### config.mk
export PLATFORM = sky130hd
export DESIGN_NAME = fpu_divsqrt_ctrl
export DESIGN_NICKNAME = d
export VERILOG_FILES = /design/src/rtl/fpu_divsqrt_ctrl_pkg.sv /design/src/rtl/fpu_divsqrt_ctrl_special.sv /design/src/rtl/fpu_divsqrt_ctrl.sv
export SDC_FILE = /design/constraint.sdc
export NUM_CORES = 1
export LEC_CHECK = 0
export CAP_MARGIN = 10
export CORE_MARGIN = 10
export CORE_UTILIZATION = 45
export CTS_CLUSTER_DIAMETER = 150
export DETAILED_ROUTE_END_ITERATION = 10
export GPL_TIMING_DRIVEN = 0
export PLACE_DENSITY = 0.68
export SLEW_MARGIN = 20
export SYNTH_ARGS = -nofsm -noshare
export SYNTH_HDL_FRONTEND = slang
export SYNTH_HIERARCHICAL = 1
export SYNTH_SLANG_ARGS = --single-unit
### constraint.sdc
create_clock -name clk_i -period 5.92 [get_ports clk_i]
set_clock_uncertainty 0.05 [all_clocks]
set_input_delay 0.592 -clock clk_i [delete_from_list [all_inputs] [get_ports clk_i]]
set_output_delay 0.592 -clock clk_i [all_outputs]
set_load 0.1 [all_outputs]
### src/rtl/fpu_divsqrt_ctrl_pkg.sv
// Shared encodings for the FP divide/sqrt sequencer: FSM states, op codes,
// exception flag positions, FClass bit order and IEEE single constants.
package fpu_divsqrt_ctrl_pkg;

    typedef enum logic [1:0] {
        ST_IDLE     = 2'd0,
        ST_CLASSIFY = 2'd1,
        ST_WAIT     = 2'd2,
        ST_RESP     = 2'd3
    } state_e;

    typedef enum logic {
        OP_DIV  = 1'b0,
        OP_SQRT = 1'b1
    } op_e;

    localparam int FLAG_W  = 5;
    localparam int FLAG_NV = 4;
    localparam int FLAG_DZ = 3;
    localparam int FLAG_OF = 2;
    localparam int FLAG_UF = 1;
    localparam int FLAG_NX = 0;

    localparam logic [31:0] CANON_NAN = 32'h7FC00000;
    localparam logic [31:0] POS_INF   = 32'h7F800000;
    localparam logic [31:0] ONE_F32   = 32'h3F800000;

    localparam int CLS_W        = 10;
    localparam int CLS_NEG_INF  = 0;
    localparam int CLS_NEG_NORM = 1;
    localparam int CLS_NEG_SUB  = 2;
    localparam int CLS_NEG_ZERO = 3;
    localparam int CLS_POS_ZERO = 4;
    localparam int CLS_POS_SUB  = 5;
    localparam int CLS_POS_NORM = 6;
    localparam int CLS_POS_INF  = 7;
    localparam int CLS_SNAN     = 8;
    localparam int CLS_QNAN     = 9;

    typedef logic [CLS_W-1:0] fclass_t;

endpackage

### src/rtl/fpu_divsqrt_ctrl_special.sv
// IEEE special-case resolver for divide and square root.
// Purely combinational; flags the operands the iterative core never sees.
module fpu_divsqrt_ctrl_special
    import fpu_divsqrt_ctrl_pkg::*;
#(
    parameter int FLen = 32
) (
    input  fclass_t           cls_a_i,
    input  fclass_t           cls_b_i,
    input  logic              sign_a_i,
    input  logic              sign_b_i,
    input  logic              op_i,
    output logic              is_special_o,
    output logic [FLen-1:0]   result_o,
    output logic [FLAG_W-1:0] flags_o
);

    logic nan_a, nan_b, snan_a, snan_b;
    logic inf_a, inf_b, zero_a, zero_b;
    logic fin_a, fin_b, sign_r;

    assign snan_a = cls_a_i[CLS_SNAN];
    assign snan_b = cls_b_i[CLS_SNAN];
    assign nan_a  = snan_a | cls_a_i[CLS_QNAN];
    assign nan_b  = snan_b | cls_b_i[CLS_QNAN];
    assign inf_a  = cls_a_i[CLS_NEG_INF] | cls_a_i[CLS_POS_INF];
    assign inf_b  = cls_b_i[CLS_NEG_INF] | cls_b_i[CLS_POS_INF];
    assign zero_a = cls_a_i[CLS_NEG_ZERO] | cls_a_i[CLS_POS_ZERO];
    assign zero_b = cls_b_i[CLS_NEG_ZERO] | cls_b_i[CLS_POS_ZERO];
    assign fin_a  = |{cls_a_i[CLS_NEG_NORM], cls_a_i[CLS_NEG_SUB],
                      cls_a_i[CLS_POS_SUB], cls_a_i[CLS_POS_NORM]};
    assign fin_b  = |{cls_b_i[CLS_NEG_NORM], cls_b_i[CLS_NEG_SUB],
                      cls_b_i[CLS_POS_SUB], cls_b_i[CLS_POS_NORM]};
    assign sign_r = sign_a_i ^ sign_b_i;

    always_comb begin
        is_special_o = 1'b0;
        result_o     = '0;
        flags_o      = '0;
        if (op_i == OP_SQRT) begin
            if (nan_a) begin
                is_special_o     = 1'b1;
                result_o         = FLen'(CANON_NAN);
                flags_o[FLAG_NV] = snan_a;
            end else if (zero_a) begin
                is_special_o = 1'b1;
                result_o     = {sign_a_i, {(FLen-1){1'b0}}};
            end else if (sign_a_i) begin
                is_special_o     = 1'b1;
                result_o         = FLen'(CANON_NAN);
                flags_o[FLAG_NV] = 1'b1;
            end else if (inf_a) begin
                is_special_o = 1'b1;
                result_o     = FLen'(POS_INF);
            end
        end else begin
            if (nan_a | nan_b) begin
                is_special_o     = 1'b1;
                result_o         = FLen'(CANON_NAN);
                flags_o[FLAG_NV] = snan_a | snan_b;
            end else if ((inf_a & inf_b) | (zero_a & zero_b)) begin
                is_special_o     = 1'b1;
                result_o         = FLen'(CANON_NAN);
                flags_o[FLAG_NV] = 1'b1;
            end else if (fin_a & zero_b) begin
                is_special_o     = 1'b1;
                result_o         = FLen'({sign_r, POS_INF[30:0]});
                flags_o[FLAG_DZ] = 1'b1;
            end else if (inf_a) begin
                is_special_o = 1'b1;
                result_o     = FLen'({sign_r, POS_INF[30:0]});
            end else if ((zero_a & (fin_b | inf_b)) | (fin_a & inf_b)) begin
                is_special_o = 1'b1;
                result_o     = {sign_r, {(FLen-1){1'b0}}};
            end
        end
    end

endmodule

### src/rtl/fpu_divsqrt_ctrl.sv
// Sequencer for the shared iterative FP divide/sqrt datapath: classifies
// operands, short-circuits IEEE special cases and babysits the core.
module fpu_divsqrt_ctrl
    import fpu_divsqrt_ctrl_pkg::*;
#(
    parameter int FLen     = 32,
    parameter int ExpLen   = 8,
    parameter int SigLen   = 23,
    parameter int MAX_WAIT = 64
) (
    input  logic                     clk_i,
    input  logic                     resetn_i,
    input  logic                     req_valid_i,
    output logic                     req_ready_o,
    input  logic                     req_op_i,
    input  logic [FLen-1:0]          req_rs1_i,
    input  logic [FLen-1:0]          req_rs2_i,
    input  logic [2:0]               req_rm_i,
    input  logic                     flush_i,
    output logic                     core_start_o,
    output logic                     core_kill_o,
    output logic                     core_op_o,
    output logic [2:0]               core_rm_o,
    output logic signed [ExpLen+1:0] core_expA_o,
    output logic [SigLen:0]          core_sigA_o,
    output logic signed [ExpLen+1:0] core_expB_o,
    output logic [SigLen:0]          core_sigB_o,
    output logic                     core_sign_o,
    input  logic                     core_done_i,
    input  logic [FLen-1:0]          core_result_i,
    input  logic [FLAG_W-1:0]        core_flags_i,
    output logic                     rsp_valid_o,
    input  logic                     rsp_ready_i,
    output logic [FLen-1:0]          rsp_result_o,
    output logic [FLAG_W-1:0]        rsp_flags_o,
    output logic                     timeout_o
);

    localparam int         Bias     = (1 << (ExpLen - 1)) - 1;
    localparam logic [6:0] WaitLast = 7'(MAX_WAIT - 1);

    state_e              state_q, state_d;
    logic                op_q, op_d;
    logic [2:0]          rm_q, rm_d;
    logic [FLen-1:0]     rs1_q, rs1_d;
    logic [FLen-1:0]     rs2_q, rs2_d;
    logic [6:0]          cnt_q, cnt_d;
    logic [FLen-1:0]     res_q, res_d;
    logic [FLAG_W-1:0]   flg_q, flg_d;
    logic                tmo_q, tmo_d;

    fclass_t             cls_a, cls_b;
    logic                sign_a, sign_b;
    logic                spec_hit;
    logic [FLen-1:0]     spec_res;
    logic [FLAG_W-1:0]   spec_flg;
    logic                start, kill;

    function automatic fclass_t fclass(input logic [FLen-1:0] x);
        logic              s;
        logic [ExpLen-1:0] e;
        logic [SigLen-1:0] f;
        fclass_t           c;
        s = x[FLen-1];
        e = x[FLen-2 -: ExpLen];
        f = x[SigLen-1:0];
        c = '0;
        if (&e) begin
            if (f == '0)          c[s ? CLS_NEG_INF : CLS_POS_INF] = 1'b1;
            else if (f[SigLen-1]) c[CLS_QNAN] = 1'b1;
            else                  c[CLS_SNAN] = 1'b1;
        end else if (e == '0) begin
            if (f == '0) c[s ? CLS_NEG_ZERO : CLS_POS_ZERO] = 1'b1;
            else         c[s ? CLS_NEG_SUB : CLS_POS_SUB] = 1'b1;
        end else begin
            c[s ? CLS_NEG_NORM : CLS_POS_NORM] = 1'b1;
        end
        return c;
    endfunction

    function automatic int lzc(input logic [SigLen-1:0] f);
        int n;
        n = SigLen;
        for (int i = 0; i < SigLen; i++) begin
            if (f[i]) n = SigLen - 1 - i;
        end
        return n;
    endfunction

    // Zero, inf and NaN unpack to all-zero; only finite nonzero reaches the core.
    function automatic logic [ExpLen+1:0] unp_exp(input logic [FLen-1:0] x);
        logic [ExpLen-1:0] e;
        logic [SigLen-1:0] f;
        int                v;
        e = x[FLen-2 -: ExpLen];
        f = x[SigLen-1:0];
        if ((&e) || (e == '0 && f == '0)) v = 0;
        else if (e == '0)                 v = -Bias - lzc(f);
        else                              v = int'(e) - Bias;
        return (ExpLen+2)'(v);
    endfunction

    function automatic logic [SigLen:0] unp_sig(input logic [FLen-1:0] x);
        logic [ExpLen-1:0] e;
        logic [SigLen-1:0] f;
        logic [SigLen-1:0] sh;
        logic [SigLen:0]   r;
        e = x[FLen-2 -: ExpLen];
        f = x[SigLen-1:0];
        sh = f << (lzc(f) + 1);
        if ((&e) || (e == '0 && f == '0)) r = '0;
        else if (e == '0)                 r = {1'b1, sh};
        else                              r = {1'b1, f};
        return r;
    endfunction

    assign cls_a  = fclass(rs1_q);
    assign cls_b  = fclass(rs2_q);
    assign sign_a = rs1_q[FLen-1];
    assign sign_b = rs2_q[FLen-1];

    fpu_divsqrt_ctrl_special #(
        .FLen(FLen)
    ) u_special (
        .cls_a_i      (cls_a),
        .cls_b_i      (cls_b),
        .sign_a_i     (sign_a),
        .sign_b_i     (sign_b),
        .op_i         (op_q),
        .is_special_o (spec_hit),
        .result_o     (spec_res),
        .flags_o      (spec_flg)
    );

    assign start        = (state_q == ST_CLASSIFY) && !spec_hit;
    assign req_ready_o  = (state_q == ST_IDLE);
    assign rsp_valid_o  = (state_q == ST_RESP);
    assign core_start_o = start;
    assign core_kill_o  = kill;
    assign core_op_o    = op_q;
    assign core_rm_o    = rm_q;
    assign core_expA_o  = unp_exp(rs1_q);
    assign core_sigA_o  = unp_sig(rs1_q);
    assign core_expB_o  = unp_exp(rs2_q);
    assign core_sigB_o  = unp_sig(rs2_q);
    assign core_sign_o  = sign_a ^ sign_b;
    assign rsp_result_o = res_q;
    assign rsp_flags_o  = flg_q;
    assign timeout_o    = tmo_q;

    always_comb begin
        state_d = state_q;
        op_d    = op_q;
        rm_d    = rm_q;
        rs1_d   = rs1_q;
        rs2_d   = rs2_q;
        cnt_d   = cnt_q;
        res_d   = res_q;
        flg_d   = flg_q;
        tmo_d   = tmo_q;
        kill    = 1'b0;
        unique case (state_q)
            ST_IDLE: begin
                if (req_valid_i) begin
                    op_d    = req_op_i;
                    rm_d    = req_rm_i;
                    rs1_d   = req_rs1_i;
                    rs2_d   = (req_op_i == OP_SQRT) ? FLen'(ONE_F32) : req_rs2_i;
                    state_d = ST_CLASSIFY;
                end
            end
            ST_CLASSIFY: begin
                cnt_d = '0;
                if (spec_hit) begin
                    res_d   = spec_res;
                    flg_d   = spec_flg;
                    state_d = ST_RESP;
                end else begin
                    state_d = ST_WAIT;
                end
            end
            ST_WAIT: begin
                cnt_d = cnt_q + 7'd1;
                if (core_done_i) begin
                    res_d   = core_result_i;
                    flg_d   = core_flags_i;
                    state_d = ST_RESP;
                end else if (cnt_q == WaitLast) begin
                    kill           = 1'b1;
                    tmo_d          = 1'b1;
                    res_d          = FLen'(CANON_NAN);
                    flg_d          = '0;
                    flg_d[FLAG_NV] = 1'b1;
                    state_d        = ST_RESP;
                end
            end
            ST_RESP: begin
                if (rsp_ready_i) state_d = ST_IDLE;
            end
            default: state_d = ST_IDLE;
        endcase
        // Flush overrides everything: no accept, no response, no timeout.
        if (flush_i) begin
            state_d = ST_IDLE;
            op_d    = op_q;
            rm_d    = rm_q;
            rs1_d   = rs1_q;
            rs2_d   = rs2_q;
            res_d   = res_q;
            flg_d   = flg_q;
            tmo_d   = tmo_q;
            kill    = (state_q == ST_WAIT) || start;
        end
    end

    always_ff @(posedge clk_i or negedge resetn_i) begin
        if (!resetn_i) begin
            state_q <= ST_IDLE;
            op_q    <= 1'b0;
            rm_q    <= '0;
            rs1_q   <= '0;
            rs2_q   <= '0;
            cnt_q   <= '0;
            res_q   <= '0;
            flg_q   <= '0;
            tmo_q   <= 1'b0;
        end else begin
            state_q <= state_d;
            op_q    <= op_d;
            rm_q    <= rm_d;
            rs1_q   <= rs1_d;
            rs2_q   <= rs2_d;
            cnt_q   <= cnt_d;
            res_q   <= res_d;
            flg_q   <= flg_d;
            tmo_q   <= tmo_d;
        end
    end

endmodule

# == Word level (Yosys, flattened, before mapping) ==
# Cells that the tools add are included.
# Widths: inputs -> output; s select.
# totals
in_bits,111
reg_bits,115
out_inout_bits,115
# op_classes
shifts,2
n_reduce_logical,29
magnitude_cmp,16
addsub,7
n_eq_ne,9
bitwise,19
mux,147
# op_table
operator,n
$mux 32,57
$mux 10,14
$add 32x2->32 const B,2
$pmux 32 s2,1
$shl 23x32->23,2
$mux 24,2
$logic_not 23->1,2
$mux 23,2
$lt 3x5->1 const B,8
$mux 1,39
$demux 1 s4,8
$mux 31,1
$ge 3x1->1 const B,8
$mux 3,8
$sub 8x10->10 const A,2
$sub 8x7->9 const B,2
$logic_not 8->1,2
$mux 8,2
$reduce_and 8->1,2
$mux 5,3
$mux 2,7
$pmux 7 s2,1
$logic_and 1x1->1,11
$or 1x1->1,11
other kinds (20),32

# == Logic depth before layout (Yosys ltp) ==
# Gate-level depths: netlist of the first run.
# depth
word_depth,28
mapped_depth,22
ltp_nobuf,19

# == Hierarchy ==
# Netlist of the first run, hierarchy kept.
# by_module_without_submodules
mod,n_inst,seq_area_each_um2,cells_per_inst,area_each_um2
fpu_divsqrt_ctrl,1,2877.8,1298,10137.2
fpu_divsqrt_ctrl_special,1,0.0,64,451.7

# == Least setup slack after synthesis of the first run ==
# OpenSTA, ideal clock, no wires.
# synth_timing
path_type,register -> output
startpoint,register rs1_q[15]
endpoint,output port core_sigA_o[20]
stages_incl_launch_ff,14
t_arrival_ns,6.339
n_path_buf,3
required_ns,5.278
setup_slack_ns,-1.061
path_cell_list,dfrtp_1 > or2_1 > nor4_2 > o21ai_2 > a21oi_4 > inv_2 > ha_1 > buf_1 > clkbuf_1 > clkbuf_1 > o211ai_1 > mux2i_1 > a21oi_1 > o41ai_1
# synth_between
elab_chain_len,12
# synth_lines
element,line,source
from (decl),fpu_divsqrt_ctrl.sv:45,"logic [FLen-1:0] rs1_q, rs1_d;"
from (signal assigned),fpu_divsqrt_ctrl.sv:231,rs1_q <= rs1_d;
$mux 32 (6 in series),fpu_divsqrt_ctrl.sv:85,if (f[i]) n = SigLen - 1 - i;
$mux 32 (2 in series),n/a,
$add 32x2->32,fpu_divsqrt_ctrl.sv:110,sh = f << (lzc(f) + 1);
$shl 23x32->23,fpu_divsqrt_ctrl.sv:110,
$mux 23,fpu_divsqrt_ctrl.sv:112,"else if (e == '0) r = {1'b1, sh};"
$mux 24 *,fpu_divsqrt_ctrl.sv:111,if ((&e) || (e == '0 && f == '0)) r = '0;
to (decl),fpu_divsqrt_ctrl.sv:25,"output logic [SigLen:0] core_sigA_o,"
# Every way passes the cells marked *; elsewhere a longest branch is shown, timed or not.

# == Worst setup path in the final report of the first run ==
# layout_timing
startpoint,register rs1_q[9]
endpoint,output port core_sigA_o[21]
# layout_between
elab_chain_len,18
# layout_lines
element,line
$mux 32 (12 in series),fpu_divsqrt_ctrl.sv:85
$mux 32 (2 in series),n/a
$add 32x2->32,fpu_divsqrt_ctrl.sv:110
$shl 23x32->23,fpu_divsqrt_ctrl.sv:110
$mux 23,fpu_divsqrt_ctrl.sv:112
$mux 24 *,fpu_divsqrt_ctrl.sv:111
# Marked as above.

==> impl_metrics.toml, run 1 <==
[synthesis]
synth_top_area_cell = "dfrtp_1"
synthFlopType = "dfrtp_1"
synth_enable_flop_cells = 0
synthArstFlopShare = 1.00
synth_top_family_by_area = "simple AND/OR/NAND/NOR gates"
synth-compound-area-share = 0.241
ys_seq_elements = 115
yosys.area_share.adder = 0.0177
synth_area_leaders = "dfrtp_1 (27%), nand2_1 (5.8%), o21ai_0 (5.5%)"
syn_avg_cell_area_sq_um = 7.77
synth.area.mux_share = 0.115
ys_seq_area_frac = 0.272
synth-simple-area-share = 0.247
synthXorXnorAreaFrac = 0.0255
yosys.area.top_type_share = 0.272
ys_warn_count = 6
synth.distinct_cells = 92
syn_inst = 1362
netlist_area_sq_mm = 0.0106

[global_route]
track_usage = 0.280
grt_pass1_vias = 11599
antenna_found_initial = 1
grt_max_degree = 65
overflow = 0
grt_pass1_wl_um = 67800

[worst_setup_path]
end_kind = "output port"
timing.setup.critical_path_class = "flip-flop to output port"
cp_max_fo = 10
required_ns = 5.28
arrival_ns = 5.18
startpoint_type = "flip-flop"

[floorplan]
initial_core_util = 0.454
die_w_um = 173
die-area_sq_mm = 0.0301
dieHeight_um = 173
num_rows = 56
core_area_sq_mm = 0.0233
io_pins = 226

[routing]
vias = 11757
drc = 0
viasPerCell = 6.00
wl_per_cell_um = 22.4
drt-pass1-iter-count = 6
finalWirelength_um = 43900
drt_iter0_drc = 1225
ant_nets = 0

[timing]
finalSetupViolations = 0
period_share = 0.984
max_freq_ghz = 0.172
worst_pin_slew_ns = 1.10
hold_viol = 0
slew_violations = 0
hold_ws_ns = 0.0592
post-route-min-period_ns = 5.82
relSlewSlack = 0.261

[cts]
path_clk_slew_ns = 0.06
clockBufferDepth = 2
cts_inserted_buffers = 17
clk-insertion-delay-late_ns = 0.42
cts_max_level = 4
cts_tree = "done"
cts.sinks = 115
cts_root_buf = "clkbuf_16"

[finish]
antenna-diode-count = 0
layout_commonest_cell = "clkdlybuf4s50_1"
drive_above_1_share = 0.171
fillers = 2171
mostFrequentLayoutCells = "clkdlybuf4s50_1 (176), nand2_1 (164), nor2_1 (144)"
area_growth_pct = 32.4
final_nets = 1753

[status]
status = "complete, no violations"

[hold_path]
hp-class = "input port to async pin"

[flow_run]
cap_violations = 0

[placement]
port_buffers = 225
place_congestion = 0.982
dpl.hpwl_um = 33900
## state kept, by name, summed over array words and instances, names as in the netlist
name and flops:
core_op_o 1, rsp_flags_o 5, rs1_q 32, core_rm_o 3
cnt_q 7, state_q 2, rs2_q 32, rsp_result_o 32
timeout_o 1
## worst max-delay path, stage by stage, from the launching register on
cell	delay, ns
dfrtp_1	0.37
clkbuf_1	0.28
nor2b_1	0.25
nor4_2	0.35
o21ai_2	0.28
a21oi_4	0.36
inv_2	0.15
ha_1	0.45
clkbuf_4	0.26
clkbuf_2	0.22
buf_2	0.24
nor2_2	0.31
o32ai_1	0.13
o41ai_1	0.49
a22o_1	0.25
clkbuf_4	0.35
## cells in the mapped netlist (9+ instances only)
| library cell | number |
|---|---|
| xnor2_1 | 9 |
| dfrtp_1 | 115 |
| nor2_1 | 146 |
| mux2_2 | 48 |
| a22oi_1 | 39 |
| clkbuf_1 | 85 |
| nand2b_1 | 36 |
| a211oi_1 | 17 |
| nor4_1 | 17 |
| nand3_1 | 40 |
| buf_4 | 38 |
| nor3_1 | 49 |
| mux2i_1 | 47 |
| a31oi_1 | 13 |
| o22ai_1 | 17 |
| o211ai_1 | 12 |
| nand2_1 | 165 |
| xor2_1 | 10 |
| and3_1 | 17 |
| buf_2 | 19 |
| a21oi_1 | 61 |
| inv_1 | 28 |
| ha_1 | 15 |
| o21ai_0 | 117 |
## layout make-up
cell class              instances  area, sq um  share of cell area
flip-flops and latches        115         2880               0.205
repair buffers                226         2170               0.155
plain buffers                 146          749              0.0534
inverters                      33          124             0.00883
clock buffers                  18          429              0.0306
clock inverters                14          193              0.0137
well taps                     319          399              0.0285
multi-input cells            1088         7080               0.505
## metrics by stage
step	TNS (ns)	cell area, sq um	std cells	utilization	setup slack (ns)
2_1_floorplan	0	10700	1386	-	0.00657
3_3_place_gp	-59.09	13400	1930	0.573	-0.925
3_5_place_dp	-17.15	13400	1931	0.574	-0.803
4_1_cts	-0.148	14100	1961	0.603	-0.148
5_1_grt	-0.0349	14000	1959	0.601	-0.0349
6_report	0	14000	1959	0.601	0.0955
## final timing paths
path / slack (ns) / start / cells after the start / end
min: 0.06 / resetn_i / 1 / rsp_result_o[16]
max: 0.1 / rs1_q[9] / 15 / core_sigA_o[21]
max reg2reg: 0.43 / rs1_q[13] / 21 / rsp_result_o[22]
min in group clk_i: 0.42 / timeout_o / 2 / timeout_o
max in group asynchronous: 5.02 / resetn_i / 2 / rs2_q[2]
min reg2reg: 0.42 / timeout_o / 2 / timeout_o
## timing repair
action / in CTS / in global routing
gates cloned: 0 / 0
buffers inserted: 0 / 0
hold buffers: 0 / 0
gates resized for setup: 163 / 84
setup endpoints to repair: 48 / 85
## routing by layer
layer / track usage / wire [um]
met5: 0 / 8
met3: 0.0610 / 3250
met2: 0.499 / 22200
met4: 0.113 / 1670
met1: 0.317 / 16700
## kinds of logic (layout without fill, tap and decap cells)
logic type,Yosys count,count (layout)
muxes,105,105
buffers and inverters,183,437
AOI/OAI and AO/OA,378,378
xor gates and xnor gates,24,24
and+or+nand+nor,541,541
adders and majority gates,15,15
DFF,115,115
other,1,25
Power of run 1 is not shown: default switching activity piles up to over one toggle a cycle in this logic, so the estimate is an artifact.
==> inputs of run 2 (changes only) <==
Settings changed: CORE_ASPECT_RATIO set to 1.75.
==> run 2 against run 1 <==
Maximum frequency increased by 0.29%; highest routed layer is now met4; wire length is 7.4% higher; global-route usage grew 2.5 points; core utilization is 0.27 points higher; flip-flop and latch count stayed put; first-iteration DRC count decreased by 35%; setup slack improved by 0.017 ns; design area hardly changed; die area increased by 0.80%; worst hold slack worse by 0.046 ns; sequential share of layout area hardly changed.
==> impl_metrics.toml, run 2 (same netlist as run 1, synthesis figures left out) <==
[finish]
seqCellArea_sq_mm = 0.00288
final_area_sq_mm = 0.0140
area_growth_pct = 32.5
layout_commonest_cell = "clkdlybuf4s50_1"
final_nets = 1755
fillers = 2220
mostFrequentLayoutCells = "clkdlybuf4s50_1 (176), nand2_1 (164), nor2_1 (145)"
drive_above_1_share = 0.176
final_cells = 1947
multi_input_area_sq_mm = 0.00714

[placement]
placed_area_sq_mm = 0.0134
port_buffers = 225
dp_slack_ns = -0.781
place_congestion = 1.11
dpl.cell_count = 1916
dpl.hpwl_um = 37700

[flow_run]
cap_violations = 0

[cts]
clockBufferDepth = 2
cts_root_buf = "clkbuf_16"
post_cts_buffers = 0
cts_tree = "done"
cts_max_level = 4
cts_inserted_buffers = 17
cts.sinks = 115
clk-insertion-delay-late_ns = 0.44
path_clk_slew_ns = 0.06
cts_hold_buf = 0

[worst_setup_path]
arrival_ns = 5.17
startpoint_type = "flip-flop"
end_kind = "output port"
timing.setup.critical_path_class = "flip-flop to output port"
crit_buf_inv = 5
path_delay_family = "buffers and inverters"
cp_max_fo = 13
critPathMaxStageDelay_ns = 0.56
cp_slowest_cell = "ha_2"
required_ns = 5.28
crit_chain = "clkbuf_1 > nor3_1 > o211ai_4 > a21oi_2 > inv_2 > ha_2 > clkbuf_1 > clkbuf_2 > nand2_1 > o221ai_1 > a221oi_1 > nor3_1 > buf_2"

[floorplan]
core_area_sq_mm = 0.0232
die-area_sq_mm = 0.0303
initial_core_util = 0.456
dieHeight_um = 223
io_pins = 226
num_rows = 74
die_w_um = 136

[timing]
finalSetupViolations = 0
fin_ws_ns = 0.112
rsz0062_at_grt = "yes"
slew_violations = 0
period_share = 0.981
post-route-min-period_ns = 5.81
relSlewSlack = 0.291
max_freq_ghz = 0.172
worst_pin_slew_ns = 1.06
hold_viol = 0
hold_ws_ns = 0.0130

[global_route]
grt_pass1_vias = 11833
antenna_found_initial = 1
grt_pass1_wl_um = 71100
track_usage = 0.305
grt_max_degree = 75
overflow = 0

[status]
status = "complete, no violations"

[routing]
wl_per_cell_um = 24.2
vias = 11823
drc = 0
viasPerCell = 6.07
drt-pass1-iter-count = 6
finalWirelength_um = 47100
drt_iter0_drc = 800
ant_nets = 0

[hold_path]
hp-class = "input port to async pin"
-- run 2: per-stage QoR --
stage / utilization / TNS, ns
CTS: 0.602 / 0
detailed placement: 0.576 / -23.45
global route: 0.604 / -0.0239
global placement: 0.575 / -77.06
floorplan: - / 0
finish: 0.604 / 0
-- run 2: routing by layer --
layer / up-vias / track usage / share of wire
met5: - / 0 / 0
met3: 194 / 0.0560 / 0.052
met4: 0 / 0.214 / 0.079
li1: 5434 / - / -
met2: 541 / 0.575 / 0.55
met1: 5654 / 0.283 / 0.32
-- run 2: final timing paths --
check | start | endpoint | slack [ns] | cells after the start
setup / recovery | rs2_q[11] | core_sigB_o[10] | 0.11 | 13
hold / removal | resetn_i | rs1_q[2] | 0.01 | 1
setup reg to reg | rs2_q[8] | rsp_result_o[12] | 0.60 | 20
hold reg to reg | timeout_o | timeout_o | 0.42 | 2
max in group asynchronous | resetn_i | state_q[0] | 5.06 | 2
min in group clk_i | timeout_o | timeout_o | 0.42 | 2
-- run 2: what timing repair did --
action                                  4_1_cts  5_1_grt
endpoints found under the setup margin       48       82
pin swaps                                     0        1
resized for setup                           173       92
-- run 2: layout make-up --
| class | count | share of cell area |
|---|---|---|
| multi-input cells | 1088 | 0.509 |
| diodes | 1 | 0.000178 |
| plain buffers | 148 | 0.0546 |
| flip-flops and latches | 115 | 0.205 |
| clock inverters | 12 | 0.00758 |
| well taps | 304 | 0.0271 |
| clock buffers | 20 | 0.0318 |
| repair buffers | 226 | 0.156 |
| inverters | 33 | 0.00883 |
Power of run 2 is left out for the same reason.
